### src/rtl/magic_adder_reg.sv
// Registered 3-bit adder for operands in plain binary or reflected Gray code, selected per transaction.
// Define MAGIC_ADDER_PIPE_EN to add an input register stage (latency 2 instead of 1).
module magic_adder_reg #(
    parameter int WIDTH = 3
) (
    input  logic             clk,
    input  logic             rst_n,
    input  logic             in_valid,
    input  logic [WIDTH-1:0] a,
    input  logic [WIDTH-1:0] b,
    input  logic             is_gray,
    output logic             out_valid,
    output logic [WIDTH:0]   sum
);

    logic             stg_valid;
    logic [WIDTH-1:0] stg_a;
    logic [WIDTH-1:0] stg_b;
    logic             stg_gray;

`ifdef MAGIC_ADDER_PIPE_EN
    logic             in_valid_reg;
    logic [WIDTH-1:0] a_reg;
    logic [WIDTH-1:0] b_reg;
    logic             is_gray_reg;

    always_ff @(posedge clk) begin
        if (!rst_n) begin
            in_valid_reg <= 1'b0;
            a_reg        <= '0;
            b_reg        <= '0;
            is_gray_reg  <= 1'b0;
        end else begin
            in_valid_reg <= in_valid;
            a_reg        <= a;
            b_reg        <= b;
            is_gray_reg  <= is_gray;
        end
    end

    assign stg_valid = in_valid_reg;
    assign stg_a     = a_reg;
    assign stg_b     = b_reg;
    assign stg_gray  = is_gray_reg;
`else
    assign stg_valid = in_valid;
    assign stg_a     = a;
    assign stg_b     = b;
    assign stg_gray  = is_gray;
`endif

    // Gray decode as a prefix XOR: each binary bit is the parity of all Gray bits at or above it.
    logic [WIDTH-1:0] a_bin;
    logic [WIDTH-1:0] b_bin;

    generate
        for (genvar gi = 0; gi < WIDTH; gi++) begin : g_decode
            assign a_bin[gi] = ^stg_a[WIDTH-1:gi];
            assign b_bin[gi] = ^stg_b[WIDTH-1:gi];
        end
    endgenerate

    logic [WIDTH-1:0] op_a;
    logic [WIDTH-1:0] op_b;
    logic [WIDTH:0]   raw_sum;
    logic [WIDTH:0]   sum_next;

    always_comb begin
        op_a     = stg_gray ? a_bin : stg_a;
        op_b     = stg_gray ? b_bin : stg_b;
        raw_sum  = {1'b0, op_a} + {1'b0, op_b};
        sum_next = stg_gray ? (raw_sum ^ (raw_sum >> 1)) : raw_sum;
    end

    logic [WIDTH:0] sum_reg;
    logic           out_valid_reg;

    // Sum holds its last value across idle cycles; only out_valid drops.
    always_ff @(posedge clk) begin
        if (!rst_n) begin
            sum_reg       <= '0;
            out_valid_reg <= 1'b0;
        end else begin
            out_valid_reg <= stg_valid;
            if (stg_valid) begin
                sum_reg <= sum_next;
            end
        end
    end

    assign sum       = sum_reg;
    assign out_valid = out_valid_reg;

endmodule

### config.mk
export PLATFORM = sky130hd
export DESIGN_NAME = magic_adder_reg
export DESIGN_NICKNAME = d
export VERILOG_FILES = /design/src/rtl/magic_adder_reg.sv
export SDC_FILE = /design/constraint.sdc
export NUM_CORES = 1
export LEC_CHECK = 0
export BUFFER_PORTS_ARGS = -buffer_cell sky130_fd_sc_hd__buf_2
export CORE_AREA = 2 2 39 41
export DETAILED_ROUTE_END_ITERATION = 7
export DIE_AREA = 0 0 41 43
export MAX_ROUTING_LAYER = met4
export PLACE_DENSITY = 0.62
export SYNTH_ARGS = -nofsm -noshare
export SYNTH_HDL_FRONTEND = slang
export SYNTH_SLANG_ARGS = --single-unit
### constraint.sdc
create_clock -name clk -period 2.63 [get_ports clk]
set_clock_uncertainty 0.05 [all_clocks]
set_input_delay 0.6575 -clock clk [delete_from_list [all_inputs] [get_ports clk]]
set_output_delay 0.6575 -clock clk [all_outputs]
set_load 0.1 [all_outputs]
# ---- Word level (Yosys, flattened, before mapping)
# Cells that the tools add are included.
dict set report word_totals {
  ff_bits 5
  word_cells 11
  output_inout_bits 5
  in_bits 10
}
dict set report op_classes {
  reduce_logical 4
  muxes 3
  add_sub_neg 1
  n_bitwise 1
}
# op n
set op_table {}
lappend op_table {{3-bit parity} 2}
lappend op_table {{3-bit by 3-bit adder with 4-bit output} 1}
lappend op_table {{2-bit two-way mux} 2}
lappend op_table {{4-bit two-way mux} 1}
lappend op_table {{2-bit parity} 2}
lappend op_table {{4-bit by 3-bit bitwise XOR with 4-bit output} 1}

# ---- Depth between registers and ports, before layout
# Gate-level depths: netlist of run 1.
dict set report depth {
  word_depth 5
  mapped_depth 8
}

# ---- Worst setup path after synthesis of run 1
# No wires, ideal clock.
dict set report synth_path {
  kind {input to register}
  start {input port is_gray}
  end {register sum_reg[1], in the netlist sum[1]}
  stages 8
  required_time_ps 2505
  t_arrival_ps 2190
  slack_ps 315
  path_cell_list {buf_2 nand2_1 xnor2_1 ha_1 fa_1 xnor2_1 or3_1 a31oi_1}
}
dict set report synth_between {
  elab_chain_len 4
  elab_cells_between_ends 5
  cone_classes {add/sub: 1; mux: 3; bitwise: 1}
}
# element line
set synth_lines {}
lappend synth_lines {{from (decl)} 11} ;# input logic is_gray,
lappend synth_lines {{2-bit two-way mux, on equally long branches} {69, 70}}
lappend synth_lines {{3-bit by 3-bit adder with 4-bit output} 71} ;# raw_sum = {1'b0, op_a} + {1'b0, op_b};
lappend synth_lines {{4-bit by 3-bit bitwise XOR with 4-bit output} 72} ;# sum_next = stg_gray ? (raw_sum ^ (raw_sum >> 1)) : raw_sum;
lappend synth_lines {{4-bit two-way mux (*)} 72}
lappend synth_lines {{to (signal assigned)} 86} ;# sum_reg <= sum_next;
lappend synth_lines {{to (decl)} 75} ;# logic [WIDTH:0] sum_reg;
# Mark *: on every way between the ends. The rest lies on a longest branch, timed or not.
# A chain may end at the register's enable or synchronous reset.

# ---- Final worst setup path of run 1
dict set report layout_path {
  start {input port a[1]}
  end {register sum_reg[1], in the netlist sum[1]}
}
dict set report layout_between {
  elab_chain_len 5
  elab_cells_between_ends 6
  cone_classes {add/sub: 1; mux: 2; bitwise: 1; reduce/logical: 2}
}
# element line
set layout_lines {}
lappend layout_lines {{from (decl)} 9} ;# input logic [WIDTH-1:0] a,
lappend layout_lines {{3-bit parity or 2-bit parity (tied branches)} 58} ;# assign a_bin[gi] = ^stg_a[WIDTH-1:gi];
lappend layout_lines {{2-bit two-way mux (*)} 69} ;# op_a = stg_gray ? a_bin : stg_a;
lappend layout_lines {{3-bit by 3-bit adder with 4-bit output (*)} 71}
lappend layout_lines {{4-bit by 3-bit bitwise XOR with 4-bit output} 72}
lappend layout_lines {{4-bit two-way mux (*)} 72}
# Marks and branches as above.

==> impl_metrics.py, run 1 <==
metrics = {
    "outcome": {
        "status": "finished, final reports clean",
    },
    "synthesis": {
        "synth_cell_types": 19,
        "ys_seq_elements": 5,
        "syn-num-nets": 59,
        "ys_seq_area_share_pct": 27.1,
        "netlist.top_cell.by_area": "dfxtp_1",
        "syn-instance-count": 45,
        "synth_area_um2": 369,
        "ys_top_cells_by_area": "dfxtp_1 (27%), xnor2_1 (12%), ha_1 (10%)",
        "synth.top_cell.area_share_pct": 27.1,
        "yosys_warnings": 0,
        "syn_avg_cell_area_um2": 8.20,
    },
    "critical_path": {
        "worstSetupEndpoint": "sum[1]$_SDFFE_PN0P_",
        "worstPathRequired_ns": 2.75,
        "crit_slowest_cell": "fa_1",
        "cp_slowest_stage_delay_ns": 0.39,
        "cp-start-kind": "primary input",
        "endpoint_kind": "flop",
        "ff2ff_setup_slack_ns": 1.90,
        "worstPathCellList": "buf_2, xor2_1, nand2_1, xnor2_1, ha_1, fa_1, xnor2_1, or3_1, a31oi_1",
        "reg2reg_depth": 2,
        "crit_path_frequent_cell": "xnor2_1",
        "crit_fanout": 4,
        "cp-startpoint": "a[1]",
        "worstReg2RegStart": "sum[1]$_SDFFE_PN0P_",
        "crit_type": "in2reg",
        "r2r_end": "sum[1]$_SDFFE_PN0P_",
        "worstPathArrival_ns": 2.44,
    },
    "sta": {
        "final-hold-violation-count": 0,
        "fin_crit_ns": 2.33,
        "slew_headroom_pct": 67.7,
        "finalSetupViolCount": 0,
        "worst_pin_slew_ns": 0.488,
        "post-route-period-util_pct": 88.4,
        "drv_slew": 0,
        "tns_ns": 0,
        "max_freq_mhz": 430,
        "rsz0062_at_grt": "false",
    },
    "floorplan": {
        "core_area_um2": 1380,
        "die_h_um": 43,
        "die-area_um2": 1760,
        "ios": 15,
        "placement_rows": 14,
        "initial_utilization_pct": 26.7,
        "die_w_um": 41,
    },
    "global_route": {
        "grt-ovfl-total": 0,
        "antenna_found_initial": 0,
        "track_usage_pct": 9.45,
        "grt_pass1_vias": 278,
        "grt_max_degree": 9,
        "grt_pass1_wl_mm": 1.08,
    },
    "cts": {
        "ctsResizeCount": 0,
        "clock-root-buffer": "clkbuf_4",
        "clkSinkCount": 5,
        "path_clk_slew_ns": 0.04,
        "clockBufferDepth": 2,
        "htree_num_levels": 1,
        "cts-buffers-inserted": 3,
        "cts_hold_buf": 0,
        "clkLatencyLatePin_ns": 0.24,
        "post_cts_buffers": 0,
        "cts_tree": "built",
    },
    "placement": {
        "portBuffers": 14,
        "dpl-instance-area_um2": 450,
        "gp_congestion": 0.740,
    },
    "final_layout": {
        "final_common_cell": "buf_2",
        "drive_above_1_share_pct": 27.9,
        "nNetsFinal": 76,
        "final_cell_mix": "buf_2 (14), nand2_1 (9), xnor2_1 (5), dfxtp_1 (5)",
        "design_area_um2": 477,
        "diodes": 0,
        "largest_reg_flops": 4,
        "fill_cells": 160,
        "area_growth_pct": 29.2,
    },
    "detailed_routing": {
        "firstDrtPassIters": 5,
        "viasPerCell": 4.56,
        "drc": 0,
        "drt_wl_total_um": 719,
        "avgRoutedWirePerCell_um": 9.34,
        "via_count": 351,
        "drt-initial-drc-count": 5,
        "ant_nets": 0,
    },
    "power": {
        "peakVddDrop_v": 0.000126,
        "power_leakage_nw": 0.231,
        "switching_power_w": 0.000144,
        "pwr-share-seq_pct": 26.5,
        "p_per_area_nw_per_um2": 694,
        "switching_share_pct": 43.5,
        "p_clk_share_pct": 26.9,
        "p_comb_share_pct": 46.5,
        "internal-power_w": 0.000187,
    },
    "worst_hold_path": {
        "hold_path.class": "reg2reg",
    },
    "flow_run": {
        "maxCapViolCount": 0,
    },
}
==> worst min path at each step <==
stage	startpoint	to	slack, ns	cells past startpoint
2_1_floorplan	rst_n	out_valid$_SDFF_PN0_	0.72	2
3_3_place_gp	sum[2]$_SDFFE_PN0P_	sum[2]$_SDFFE_PN0P_	0.42	2
3_5_place_dp	sum[2]$_SDFFE_PN0P_	sum[2]$_SDFFE_PN0P_	0.41	2
4_1_cts	sum[2]$_SDFFE_PN0P_	sum[2]$_SDFFE_PN0P_	0.42	2
5_1_grt	sum[2]$_SDFFE_PN0P_	sum[2]$_SDFFE_PN0P_	0.44	2
6_report	sum[2]$_SDFFE_PN0P_	sum[2]$_SDFFE_PN0P_	0.42	2
==> per-stage QoR <==
step	cells	setup slack [ns]	power (W)	hold slack [ns]	util, %
3_3_place_gp	73	0.121	0.000241	0.416	32.5
3_5_place_dp	73	0.0773	0.000243	0.411	32.5
6_report	77	0.304	0.000331	0.416	34.4
5_1_grt	77	0.196	0.000353	0.437	34.4
2_1_floorplan	45	0.315	0.000215	0.724	-
4_1_cts	77	0.284	0.000336	0.418	34.4
==> cell usage after synthesis <==
| cell type | number |
|---|---|
| o21ai_0 | 2 |
| inv_1 | 3 |
| nand3_1 | 1 |
| nand2_1 | 9 |
| dfxtp_1 | 5 |
| clkbuf_1 | 1 |
| xnor2_1 | 5 |
| a21oi_1 | 2 |
| o211a_1 | 1 |
| ha_1 | 3 |
| or3_1 | 1 |
| a311oi_1 | 1 |
| xor2_1 | 3 |
| a31oi_1 | 1 |
| o32ai_1 | 1 |
| fa_1 | 1 |
| a211oi_1 | 2 |
| buf_2 | 1 |
| nor2_1 | 2 |
==> final cells by class <==
type | count | area [um^2] | area share, %
Timing Repair Buffer | 14 | 70.1 | 14.7
Clock buffer | 4 | 26.3 | 5.51
Multi-Input combinational cell | 35 | 249 | 52.2
Inverter | 3 | 11.3 | 2.36
Tap cell | 16 | 20.0 | 4.20
Sequential cell | 5 | 100 | 21.0
==> power groups by stage <==
stage / clock network, W / registers, W / logic [W]
CTS: 0.0000929 / 0.0000877 / 0.000156
detailed placement: 0 / 0.0000891 / 0.000153
global placement: 0 / 0.0000890 / 0.000152
finish: 0.0000891 / 0.0000878 / 0.000154
global route: 0.0000978 / 0.0000885 / 0.000167
floorplan: 0 / 0.000151 / 0.0000640
==> logic make-up after synthesis <==
| group | share of synthesized area [%] |
|---|---|
| DFF | 27.1 |
| AOI/OAI and AO/OA | 18.6 |
| adders and majority gates | 15.6 |
| xor gates and xnor gates | 19.0 |
| and+or+nand+nor | 14.2 |
| buffers and inverters | 5.42 |
==> layer usage <==
metal,global-route usage [%],wire [um]
met5,-,0
met4,6.00,21
met3,3.14,65
met2,12.5,306
met1,11.8,326
==> critical path: cells and delay by family <==
family	cells	cell delay (ns)
AO/OA/AOI/OAI	1	0.19
XOR/XNOR	3	0.46
adder cells (fa/ha/maj)	2	0.62
buffers and inverters	1	0.11
AND/OR/NAND/NOR	2	0.41
Note: power is estimated with default switching activity, not from simulation.
==> run 2, diff against run 1 <==
==> constraint.sdc (replaced) <==
create_clock -name clk -period 2.7 [get_ports clk]
set_clock_uncertainty 0.05 [all_clocks]
set_input_delay 0.675 -clock clk [delete_from_list [all_inputs] [get_ports clk]]
set_output_delay 0.675 -clock clk [all_outputs]
set_load 0.02 [all_outputs]
==> impl_metrics.py, run 2 (synthesized netlist as in run 1, its figures left out) <==
metrics = {
    "critical_path": {
        "ff2ff_setup_slack_ns": 1.96,
        "cp-startpoint": "a[1]",
        "crit_fanout": 4,
        "worstPathRequired_ns": 2.82,
        "cp-start-kind": "primary input",
        "worstReg2RegStart": "sum[3]$_SDFFE_PN0P_",
        "worstSetupEndpoint": "sum[1]$_SDFFE_PN0P_",
        "worstPathArrival_ns": 2.43,
        "r2r_end": "sum[3]$_SDFFE_PN0P_",
        "crit_type": "in2reg",
        "reg2reg_depth": 2,
        "endpoint_kind": "flop",
    },
    "placement": {
        "hpwl_um": 585,
        "portBuffers": 14,
        "gp_congestion": 0.739,
        "place_ws_ns": 0.131,
    },
    "detailed_routing": {
        "drt_wl_total_um": 725,
        "avgRoutedWirePerCell_um": 9.42,
        "firstDrtPassIters": 5,
        "via_count": 346,
        "ant_nets": 0,
        "drc": 0,
        "drt-initial-drc-count": 6,
        "viasPerCell": 4.49,
    },
    "sta": {
        "finalSetupViolCount": 0,
        "slew_headroom_pct": 79.1,
        "final-hold-violation-count": 0,
        "fin_crit_ns": 2.31,
        "drv_slew": 0,
        "post-route-period-util_pct": 85.4,
        "max_freq_mhz": 434,
        "layout_setup_ws_ns": 0.394,
        "hold_ws_ns": 0.416,
        "tns_ns": 0,
        "worst_pin_slew_ns": 0.311,
        "rsz0062_at_grt": "false",
    },
    "floorplan": {
        "ios": 15,
        "die_w_um": 41,
        "core_area_um2": 1380,
        "placement_rows": 14,
        "initial_utilization_pct": 26.7,
        "die-area_um2": 1760,
        "die_h_um": 43,
    },
    "cts": {
        "cts_hold_buf": 0,
        "htree_num_levels": 1,
        "clkLatencyLatePin_ns": 0.24,
        "clockBufferDepth": 2,
        "path_clk_slew_ns": 0.04,
        "ctsResizeCount": 0,
        "cts-buffers-inserted": 3,
        "post_cts_buffers": 0,
        "clock-root-buffer": "clkbuf_4",
        "cts_tree": "built",
        "clkSinkCount": 5,
    },
    "final_layout": {
        "diodes": 0,
        "fill_cells": 154,
        "final_cell_mix": "buf_2 (14), nand2_1 (9), xnor2_1 (5), dfxtp_1 (5)",
        "largest_reg_flops": 4,
        "area_growth_pct": 29.2,
        "nNetsFinal": 76,
        "drive_above_1_share_pct": 27.9,
        "final_common_cell": "buf_2",
    },
    "global_route": {
        "use_met2_pct": 12.8,
        "grt_pass1_wl_mm": 1.18,
        "track_usage_pct": 10.5,
        "antenna_found_initial": 0,
        "use_met3_pct": 1.57,
        "grt-ovfl-total": 0,
        "grt_util_met1_pct": 12.8,
        "grt-busiest-layer": "met1",
        "grt_max_degree": 9,
        "grt_pass1_vias": 322,
    },
    "power": {
        "peakVddDrop_v": 0.000126,
        "power_leakage_nw": 0.231,
        "p_per_area_nw_per_um2": 571,
    },
    "flow_run": {
        "maxCapViolCount": 0,
    },
    "worst_hold_path": {
        "whs_path_depth": 2,
        "hold_path.class": "reg2reg",
    },
    "outcome": {
        "status": "finished, final reports clean",
    },
}
run 2: stage by stage:
stage | instances | utilization [%] | cell area [um^2] | power, W
final | 77 | 34.4 | 477 | 0.000272
after global routing | 77 | 34.4 | 477 | 0.000293
after global placement | 73 | 32.5 | 450 | 0.000185
after CTS | 77 | 34.4 | 477 | 0.000277
after floorplan | 45 | - | 369 | 0.000160
after detailed placement | 73 | 32.5 | 450 | 0.000187
run 2: final cells by class:
cell class / instances / area (um^2) / share of cell area, %
Inverter: 3 / 11.3 / 2.36
Clock buffer: 4 / 26.3 / 5.51
Multi-Input combinational cell: 35 / 249 / 52.2
Tap cell: 16 / 20.0 / 4.20
Sequential cell: 5 / 100 / 21.0
Timing Repair Buffer: 14 / 70.1 / 14.7
run 2: worst min path at each step:
stage | startpoint | slack (ns) | to
6_report | sum[2]$_SDFFE_PN0P_ | 0.42 | sum[2]$_SDFFE_PN0P_
5_1_grt | sum[2]$_SDFFE_PN0P_ | 0.44 | sum[2]$_SDFFE_PN0P_
4_1_cts | sum[2]$_SDFFE_PN0P_ | 0.42 | sum[2]$_SDFFE_PN0P_
3_5_place_dp | sum[2]$_SDFFE_PN0P_ | 0.41 | sum[2]$_SDFFE_PN0P_
3_3_place_gp | sum[2]$_SDFFE_PN0P_ | 0.42 | sum[2]$_SDFFE_PN0P_
2_1_floorplan | sum[2]$_SDFFE_PN0P_ | 0.49 | sum[2]$_SDFFE_PN0P_
run 2: power breakdown:
| part | switching, W | internal, W |
|---|---|---|
| Combinational | 0.0000555 | 0.0000437 |
| Clock | 0.0000313 | 0.0000559 |
| Sequential | 0.00000343 | 0.0000825 |
| Total | 0.0000903 | 0.000182 |
run 2: worst max-delay path, stage by stage:
cell,delay [ns]
buf_2,0.12
xor2_1,0.14
nand2_1,0.08
xnor2_1,0.13
ha_1,0.23
fa_1,0.39
xnor2_1,0.19
or3_1,0.32
a31oi_1,0.16
run 2: routing by layer:
metal  vias to the layer above  share of wire (%)
li1                        185                  -
met1                       146                 49
met2                        13                 41
met3                         2                7.6
met4                         0                1.9
met5                         -                  0
